[config.mk]
export PLATFORM = sky130hd
export DESIGN_NAME = mac_ram_sequencer
export DESIGN_NICKNAME = d
export VERILOG_FILES = /design/src/rtl/mac_pkg.sv /design/src/rtl/mac_sat32.sv /design/src/rtl/mac_ram_sequencer.sv
export SDC_FILE = /design/constraint.sdc
export NUM_CORES = 1
export LEC_CHECK = 0
export CORE_UTILIZATION = 50
export CTS_CLUSTER_SIZE = 10
export DETAILED_ROUTE_END_ITERATION = 10
export PLACE_DENSITY = 0.71
export RECOVER_POWER = 25
export SYNTH_ARGS = -nofsm -noshare
export SYNTH_HDL_FRONTEND = slang
export SYNTH_HIERARCHICAL = 1
export SYNTH_SLANG_ARGS = --single-unit
[constraint.sdc]
create_clock -name clk -period 8.23 [get_ports clk]
set_input_delay 1.646 -clock clk [delete_from_list [all_inputs] [get_ports clk]]
set_output_delay 1.646 -clock clk [all_outputs]
set_load 0.005 [all_outputs]
[src/rtl/mac_pkg.sv]
// Shared definitions for the MAC RAM sequencer and its datapath helpers.
package mac_pkg;

  localparam int DATA_W = 16;
  localparam int ADDR_W = 5;
  localparam int ACC_W  = 40;

  // Sequencer state encoding.
  typedef enum logic [1:0] {
    ST_IDLE  = 2'd0,
    ST_RUN   = 2'd1,
    ST_DRAIN = 2'd2,
    ST_WRITE = 2'd3
  } mac_state_e;

  // 32-bit saturation limits.
  localparam logic [31:0] SAT_MAX = 32'h7FFF_FFFF;
  localparam logic [31:0] SAT_MIN = 32'h8000_0000;

  // Clamp a requested element count to the RAM depth (2^aw).
  function automatic logic [ADDR_W:0] clamp_len(input logic [ADDR_W:0] req);
    logic [ADDR_W:0] depth;
    depth = {1'b1, {ADDR_W{1'b0}}};
    if (req > depth) begin
      clamp_len = depth;
    end else begin
      clamp_len = req;
    end
  endfunction

endpackage

[src/rtl/mac_sat32.sv]
// Combinational saturator: signed ACC_W accumulator to signed 32 bits plus a clamp flag.
module mac_sat32
  import mac_pkg::*;
#(
  parameter int ACC_W = mac_pkg::ACC_W
) (
  input  logic [ACC_W-1:0] acc_i,
  output logic [31:0]      val_o,
  output logic             sat_o
);

  logic neg_s;
  logic hi_any_s;
  logic hi_all_s;

  // Value fits in 32 bits only if bits [ACC_W-1:31] are all copies of the sign.
  always_comb begin
    neg_s    = acc_i[ACC_W-1];
    hi_any_s = |acc_i[ACC_W-2:31];
    hi_all_s = &acc_i[ACC_W-2:31];
    if (!neg_s && hi_any_s) begin
      val_o = SAT_MAX;
      sat_o = 1'b1;
    end else if (neg_s && !hi_all_s) begin
      val_o = SAT_MIN;
      sat_o = 1'b1;
    end else begin
      val_o = acc_i[31:0];
      sat_o = 1'b0;
    end
  end

endmodule

[src/rtl/mac_ram_sequencer.sv]
// Owns the shared dual-port RAM: host access while idle, dot-product reads
// and a saturated two-word result write while busy.
module mac_ram_sequencer
  import mac_pkg::*;
#(
  parameter int DATA_W = mac_pkg::DATA_W,
  parameter int ADDR_W = mac_pkg::ADDR_W,
  parameter int ACC_W  = mac_pkg::ACC_W
) (
  input  logic              clk,
  input  logic              rst,
  input  logic              start,
  input  logic [ADDR_W-1:0] base_a,
  input  logic [ADDR_W-1:0] base_b,
  input  logic [ADDR_W:0]   len,
  input  logic [ADDR_W-1:0] dst_addr,
  output logic              busy,
  output logic              done,
  output logic [31:0]       result,
  output logic              sat,
  input  logic              host_we,
  input  logic [ADDR_W-1:0] host_addr,
  input  logic [DATA_W-1:0] host_din,
  output logic              host_ready,
  output logic [DATA_W-1:0] host_dout,
  output logic              ram_we_a,
  output logic              ram_we_b,
  output logic [ADDR_W-1:0] ram_addr_a,
  output logic [ADDR_W-1:0] ram_addr_b,
  output logic [DATA_W-1:0] ram_din_a,
  output logic [DATA_W-1:0] ram_din_b,
  input  logic [DATA_W-1:0] ram_dout_a,
  input  logic [DATA_W-1:0] ram_dout_b
);

  localparam int PROD_W = 2 * DATA_W;

  mac_state_e        state_q,  state_d;
  logic [ADDR_W-1:0] base_a_q, base_a_d;
  logic [ADDR_W-1:0] base_b_q, base_b_d;
  logic [ADDR_W:0]   len_q,    len_d;
  logic [ADDR_W-1:0] dst_q,    dst_d;
  logic [ADDR_W-1:0] idx_q,    idx_d;
  logic              vld_q,    vld_d;
  logic [ACC_W-1:0]  acc_q,    acc_d;
  logic              busy_q,   busy_d;
  logic              done_q,   done_d;
  logic [31:0]       result_q, result_d;
  logic              sat_q,    sat_d;

  logic signed [PROD_W-1:0] prod_s;
  logic [ACC_W-1:0]         prod_ext_s;
  logic [ADDR_W:0]          len_clamp_s;
  logic                     last_s;
  logic [31:0]              sat_val_s;
  logic                     sat_flag_s;

  // Saturation of the finished accumulator; acc_q is stable throughout WRITE.
  mac_sat32 #(.ACC_W(ACC_W)) u_sat (
    .acc_i (acc_q),
    .val_o (sat_val_s),
    .sat_o (sat_flag_s)
  );

  // Signed product of the pair returned by the RAM, sign-extended, plus run bookkeeping.
  always_comb begin
    prod_s      = $signed(ram_dout_a) * $signed(ram_dout_b);
    prod_ext_s  = {{(ACC_W - PROD_W){prod_s[PROD_W-1]}}, prod_s};
    len_clamp_s = clamp_len(len);
    last_s      = ({1'b0, idx_q} == (len_q - {{ADDR_W{1'b0}}, 1'b1}));
  end

  // Next-state, accumulate and result-capture logic.
  always_comb begin
    state_d  = state_q;
    base_a_d = base_a_q;
    base_b_d = base_b_q;
    len_d    = len_q;
    dst_d    = dst_q;
    idx_d    = idx_q;
    vld_d    = 1'b0;
    busy_d   = busy_q;
    done_d   = 1'b0;
    result_d = result_q;
    sat_d    = sat_q;

    // vld_q marks a cycle where the RAM outputs hold an issued pair.
    if (vld_q) begin
      acc_d = acc_q + prod_ext_s;
    end else begin
      acc_d = acc_q;
    end

    case (state_q)
      ST_IDLE: begin
        if (start) begin
          base_a_d = base_a;
          base_b_d = base_b;
          len_d    = len_clamp_s;
          dst_d    = dst_addr;
          acc_d    = {ACC_W{1'b0}};
          idx_d    = {ADDR_W{1'b0}};
          sat_d    = 1'b0;
          result_d = 32'h0000_0000;
          busy_d   = 1'b1;
          if (len_clamp_s != {(ADDR_W + 1){1'b0}}) begin
            state_d = ST_RUN;
          end else begin
            state_d = ST_WRITE;
          end
        end else begin
          state_d = ST_IDLE;
        end
      end
      ST_RUN: begin
        vld_d = 1'b1;
        idx_d = idx_q + {{(ADDR_W - 1){1'b0}}, 1'b1};
        if (last_s) begin
          state_d = ST_DRAIN;
        end else begin
          state_d = ST_RUN;
        end
      end
      ST_DRAIN: begin
        state_d = ST_WRITE;
      end
      ST_WRITE: begin
        result_d = sat_val_s;
        sat_d    = sat_flag_s;
        done_d   = 1'b1;
        busy_d   = 1'b0;
        state_d  = ST_IDLE;
      end
      default: begin
        busy_d  = 1'b0;
        state_d = ST_IDLE;
      end
    endcase
  end

  // RAM port ownership: host on port A while idle, sequencer otherwise.
  always_comb begin
    ram_we_a   = 1'b0;
    ram_we_b   = 1'b0;
    ram_addr_a = {ADDR_W{1'b0}};
    ram_addr_b = {ADDR_W{1'b0}};
    ram_din_a  = {DATA_W{1'b0}};
    ram_din_b  = {DATA_W{1'b0}};
    case (state_q)
      ST_IDLE: begin
        ram_we_a   = host_we;
        ram_addr_a = host_addr;
        ram_din_a  = host_din;
      end
      ST_RUN: begin
        ram_addr_a = base_a_q + idx_q;
        ram_addr_b = base_b_q + idx_q;
      end
      ST_DRAIN: begin
        ram_we_a = 1'b0;
        ram_we_b = 1'b0;
      end
      ST_WRITE: begin
        ram_we_a   = 1'b1;
        ram_addr_a = dst_q;
        ram_din_a  = sat_val_s[DATA_W-1:0];
        ram_we_b   = 1'b1;
        ram_addr_b = dst_q + {{(ADDR_W - 1){1'b0}}, 1'b1};
        ram_din_b  = sat_val_s[2*DATA_W-1:DATA_W];
      end
      default: begin
        ram_we_a = 1'b0;
        ram_we_b = 1'b0;
      end
    endcase
  end

  // State and datapath registers; reset aborts any operation without a write.
  always_ff @(posedge clk or posedge rst) begin
    if (rst) begin
      state_q  <= ST_IDLE;
      base_a_q <= {ADDR_W{1'b0}};
      base_b_q <= {ADDR_W{1'b0}};
      len_q    <= {(ADDR_W + 1){1'b0}};
      dst_q    <= {ADDR_W{1'b0}};
      idx_q    <= {ADDR_W{1'b0}};
      vld_q    <= 1'b0;
      acc_q    <= {ACC_W{1'b0}};
      busy_q   <= 1'b0;
      done_q   <= 1'b0;
      result_q <= 32'h0000_0000;
      sat_q    <= 1'b0;
    end else begin
      state_q  <= state_d;
      base_a_q <= base_a_d;
      base_b_q <= base_b_d;
      len_q    <= len_d;
      dst_q    <= dst_d;
      idx_q    <= idx_d;
      vld_q    <= vld_d;
      acc_q    <= acc_d;
      busy_q   <= busy_d;
      done_q   <= done_d;
      result_q <= result_d;
      sat_q    <= sat_d;
    end
  end

  assign busy       = busy_q;
  assign done       = done_q;
  assign result     = result_q;
  assign sat        = sat_q;
  assign host_ready = ~busy_q;
  assign host_dout  = ram_dout_a;

endmodule

Word-level counts from Yosys, hierarchy flattened
Cells that the tools add are included.

storage, ports and cells
  register bits = 104
  output and inout port bits = 96

cells by class
  magnitude comparators = 1
  mux-type cells = 27
  bitwise logic cells = 1
  add/sub/neg operators = 6
  eq/ne operators = 5
  $mul = 1
  reduce and logical (&&, ||, !) cells = 13

operators by type and width
  operator                                              count
  2-to-1 mux 40 bit                                     3
  2-to-1 mux 32 bit                                     3
  case mux 32 bit (2 select lines)                      1
  adder 40 bit                                          1
  multiplier 16 x 16 -> 32 bit                          1
  case mux 16 bit (2 select lines)                      1
  case mux 5 bit (2 select lines)                       2
  2-to-1 mux 16 bit                                     1
  case mux 5 bit (3 select lines)                       1
  adder 5 x 1 -> 5 bit, second input constant           2
  adder 5 bit                                           2
  case mux 2 bit (4 select lines)                       1
  AND reduction 8 bit                                   1
  OR reduction 8 bit                                    1
  == test 5 x 6 -> 1 bit                                1
  greater-than comparator 6 bit, second input constant  1
  2-to-1 mux 1 bit                                      6
  2-to-1 mux 2 bit                                      3
  2-to-1 mux 6 bit                                      1
  case mux 1 bit (2 select lines)                       3
  AND reduction 2 bit                                   3
  nonzero test 6 bit                                    1
  subtractor 6 x 1 -> 6 bit, second input constant      1
  2-to-1 mux 5 bit                                      1
  8 further kinds                                       12

Depth between registers and ports, before layout
  depth after elaboration = 6
  gate-level depth with buffers = 36

Modules after synthesis
The synthesis kept the hierarchy.

by module, submodules not included
  module             instances  sequential area each (µm²)  cells an instance  area an instance (µm²)
  mac_ram_sequencer  1          2602.5                      1879               16869.9
  mac_sat32          1          0.0                         85                 564.3

Worst setup path after synthesis
No wires, ideal clock.

  kind = input to register
  start = in ram_dout_a[11]
  end = reg acc_q[39]
  arrival = 9.188 ns
  setup slack = -1.036 ns
  buffers on the path = 1
  library setup time = 0.078 ns
  stages = 31
  cell sequence = clkbuf_1 nand2_1 fa_1 fa_1 fa_1 inv_1 fa_1 fa_1 inv_1 fa_1 inv_1 ha_1 and3_4 or3_4 or3_1 o21ai_2 o211a_1 nor3_1 nand2b_4 a311oi_2 ha_1 nand2_1 nand2_1 a21o_1 a21o_1 nand2_1 o21ai_0 a211oi_1 xor2_1 or3_1 a21oi_1

on the way
  longest elaborated chain between the ends = 5

ends and longest elaborated chain
  what                            RTL line                  RTL
  start: declaration              mac_ram_sequencer.sv:32   input logic [DATA_W-1:0] ram_dout_a,
  multiplier 16 x 16 -> 32 bit *  mac_ram_sequencer.sv:67   prod_s = $signed(ram_dout_a) * $signed(ram_dout_b);
  adder 40 bit *                  mac_ram_sequencer.sv:89   acc_d = acc_q + prod_ext_s;
  2-to-1 mux 40 bit *             mac_ram_sequencer.sv:88   if (vld_q) begin
  2-to-1 mux 40 bit               mac_ram_sequencer.sv:96   if (start) begin
  2-to-1 mux 40 bit *             mac_ram_sequencer.sv:94   case (state_q)
  net acc_d[39]                   mac_ram_sequencer.sv:45   logic [ACC_W-1:0] acc_q, acc_d;
  end signal: assignment          mac_ram_sequencer.sv:188  acc_q <= {ACC_W{1'b0}};
  end: declaration                mac_ram_sequencer.sv:45

Mark *: on every way through the listed nets, which the timed path passes. The rest lies on a longest branch.
A chain may end at the register's enable or synchronous reset.

Final worst setup path
  start = in ram_dout_a[5]
  end = reg acc_q[37]

The elaborated chain is that of the path after synthesis.

==> results.json <==
{
  "async_flop_share_pct": 100,
  "startpoint": "ram_dout_a[5]",
  "syn_nets": 2445,
  "critPathMaxFanout": 6,
  "crit_path_end": "acc_q[37]$_DFF_PP0_",
  "clk_latency_ns": 0.36,
  "met3_length_microns": 1250,
  "cp_slowest_cell": "fa_1",
  "syn_inst": 1964,
  "highest_layer": "met4",
  "slew_viol_final": 42,
  "wire_per_inst_microns": 15.8,
  "place_hpwl_microns": 35400,
  "synthDistinctLibCells": 70,
  "whs_path_depth": 2,
  "syn_area_sq_um": 17400,
  "status": "finished with violations",
  "hp-class": "flop to flop",
  "clk_pin_slew_ns": 0.07,
  "dieArea_sq_um": 35600,
  "grt_max_degree": 65,
  "drt-met1-wl_microns": 18600,
  "holdWs_ns": 0.477,
  "critPathLaunchType": "input port",
  "synth_edf_count": 0,
  "cts_tree": "yes",
  "fin_skew_ns": 0.00981,
  "ys_dominant_reg_cell": "dfrtp_1",
  "ys_seq_area_share_pct": 14.9,
  "maxCapViolCount": 1,
  "gp_congestion": 0.923,
  "start_util_pct": 50.6,
  "slowest_delay_ns": 0.55,
  "cts_root_buf": "clkbuf_16",
  "ys_ff_latch": 104,
  "finalSetupTns_ns": -5.97,
  "fp.dieW_microns": 189,
  "cts.path.max_buffers": 2,
  "finalHoldViolCount": 0,
  "num_vias": 14735,
  "slew_headroom_pct": -21.2,
  "cts_buffers": 9,
  "grt_pass1_vias": 15218,
  "clkSinkCount": 104,
  "drc_errors": 0,
  "critPathMostFrequentCell": "fa_1",
  "ant_nets": 0,
  "finalCritPeriodShare_pct": 108,
  "fillers": 2844,
  "yosys-top-cells-area": "fa_1 (30%), dfrtp_1 (15%), ha_1 (9.9%), inv_1 (6.5%), nand2_1 (5.8%)",
  "synth_top_cell_area_share_pct": 30.4,
  "viasPerCell": 5.28,
  "die_h_microns": 189,
  "violations": "max-capacitance violations, max-slew violations, negative setup slack",
  "grt_pass1_wl_microns": 72800,
  "crit_type": "input port to flop",
  "yosys.area.top_type": "fa_1",
  "hp-start": "result[6]$_DFFE_PP0P_",
  "place_ws_ns": -1.57,
  "r2r_cells": 16,
  "cts-htree-levels": 3,
  "fmax_ghz": 0.113,
  "layoutNonFillerInstCount": 2791,
  "rsz0062_at_grt": "yes",
  "period_needed_ns": 8.87,
  "placed_cells": 2734,
  "fin_nets": 2811,
  "r2r_start": "acc_q[0]$_DFF_PP0_",
  "layout-drive-gt1-share_pct": 21.8,
  "num_rows": 68,
  "core_area_sq_um": 34500,
  "required_ns": 8.45,
  "synth_area_per_cell_sq_um": 8.88,
  "met2WireLength_microns": 23400,
  "drt_first_iter_violations": 722,
  "wirelength_microns": 44000,
  "drtPass1Iterations": 5,
  "track_usage_pct": 25.0,
  "pin_count": 174,
  "worstSetupEndpointType": "flop",
  "timing.rr.end": "acc_q[38]$_DFF_PP0_",
  "fin_ws_ns": -0.638,
  "area_growth_pct": 28.8,
  "arrival_ns": 9.09,
  "setup-violations-final": 16,
  "grt.overflow.total": 0,
  "yosys_warnings": 6,
  "antenna_found_initial": 0,
  "r2r_slack_ns": 4.67,
  "worstMarginPinSlew_ns": 1.81,
  "numPortBuffers": 173
}
## layer usage
metal	up-vias	track usage, %
met1	7450	32.2
met4	0	5.30
met3	64	2.61
li1	6954	-
met5	-	0
met2	267	45.3
## flip-flops by register name, summed over array words and instances (netlist names), 2 cells and up
name and flops:
acc_q 40, result 32, len_q 6, base_a_q 5, base_b_q 5, dst_q 5, idx_q 5, state_q 2
## Yosys cell counts (6+ instances only)
master / instances
o21a_1: 12
a2bb2oi_1: 31
a211oi_1: 9
a21o_1: 37
nand4_1: 6
xnor2_1: 58
nor2_1: 93
nand2_1: 270
dfrtp_1: 104
ha_1: 138
inv_1: 304
fa_1: 265
clkbuf_1: 66
a21oi_1: 88
o21ai_0: 60
mux2_2: 16
mux2i_1: 30
nor3_1: 6
and2_1: 143
nand3_1: 41
a31oi_1: 8
o21bai_1: 8
nand2b_1: 15
xor2_1: 28
buf_4: 39
## worst max-delay path, delay by kind of cell
| family | cells | cell delay (ns) |
|---|---|---|
| AOI/OAI and AO/OA | 13 | 2.09 |
| adders and majority gates | 8 | 3.55 |
| xor gates and xnor gates | 1 | 0.14 |
| and+or+nand+nor | 5 | 1.09 |
| buffers and inverters | 8 | 0.55 |
## worst min-delay path by stage
stage / end / slack, ns
global route: result[1]$_DFFE_PP0P_ / 0.52
floorplan: base_a_q[0]$_DFFE_PP0P_ / 0.45
detailed placement: result[1]$_DFFE_PP0P_ / 0.47
global placement: result[11]$_DFFE_PP0P_ / 0.46
CTS: result[1]$_DFFE_PP0P_ / 0.49
finish: result[6]$_DFFE_PP0P_ / 0.48
## logic make-up (layout without fill, tap and decap cells)
family | Yosys count | count (layout) | share of synthesized area, %
adders and majority gates | 403 | 403 | 40.3
xor gates and xnor gates | 86 | 86 | 4.32
buffers and inverters | 420 | 791 | 9.97
and+or+nand+nor | 609 | 609 | 16.6
other | 0 | 1 | 0
muxes | 46 | 46 | 2.76
DFF | 104 | 104 | 14.9
AOI/OAI and AO/OA | 296 | 296 | 11.1
## placed cells by master, fill, tap and decap left out, types with 6 or more instances in the layout
cell / n
ha_4: 9
buf_4: 260
inv_2: 11
inv_1: 292
xnor2_1: 53
nor2_1: 84
and2_4: 14
fa_2: 10
a21oi_2: 23
dlygate4sd3_1: 28
nand4_1: 6
a21o_1: 37
buf_2: 13
o21ai_1: 9
nor2_2: 6
and2_1: 129
ha_1: 124
mux2i_1: 30
clkbuf_16: 9
dfrtp_1: 103
a2bb2oi_1: 31
clkdlybuf4s15_2: 7
o21ai_0: 49
mux2_2: 16
xor2_1: 26
clkdlybuf4s50_1: 114
o21bai_1: 8
buf_6: 38
nand3_1: 39
nand2b_1: 13
o21ai_2: 6
fa_1: 255
a21oi_1: 62
nand2_1: 262
nand2_2: 6
o21a_1: 11
## metrics by stage
| step | area, sq um | util (%) |
|---|---|---|
| global placement | 21200 | 61.5 |
| detailed placement | 21200 | 61.5 |
| global route | 22500 | 65.2 |
| finish | 22500 | 65.2 |
| CTS | 22200 | 64.4 |
| floorplan | 17600 | - |
## repair_timing
item	CTS	global route
pin swaps	112	79
cloned	3	0
setup buffers	28	14
gates resized for setup	252	66
endpoints found under the setup margin	24	21
hold buffers	0	0
## final cells by class
type / instances / area (sq um) / area share, %
Multi-Input combinational cell: 1440 / 13800 / 61.6
Timing Repair Buffer: 470 / 4040 / 18.0
Sequential cell: 104 / 2600 / 11.6
Inverter: 305 / 1150 / 5.10
Tap cell: 455 / 569 / 2.53
Clock buffer: 9 / 225 / 1.00
Clock inverter: 7 / 51.3 / 0.228
Antenna cell: 1 / 2.50 / 0.0111
Power is left out: the tool's default activity adds up to more than one toggle a clock period on the data nets, which glitch-free logic cannot reach.
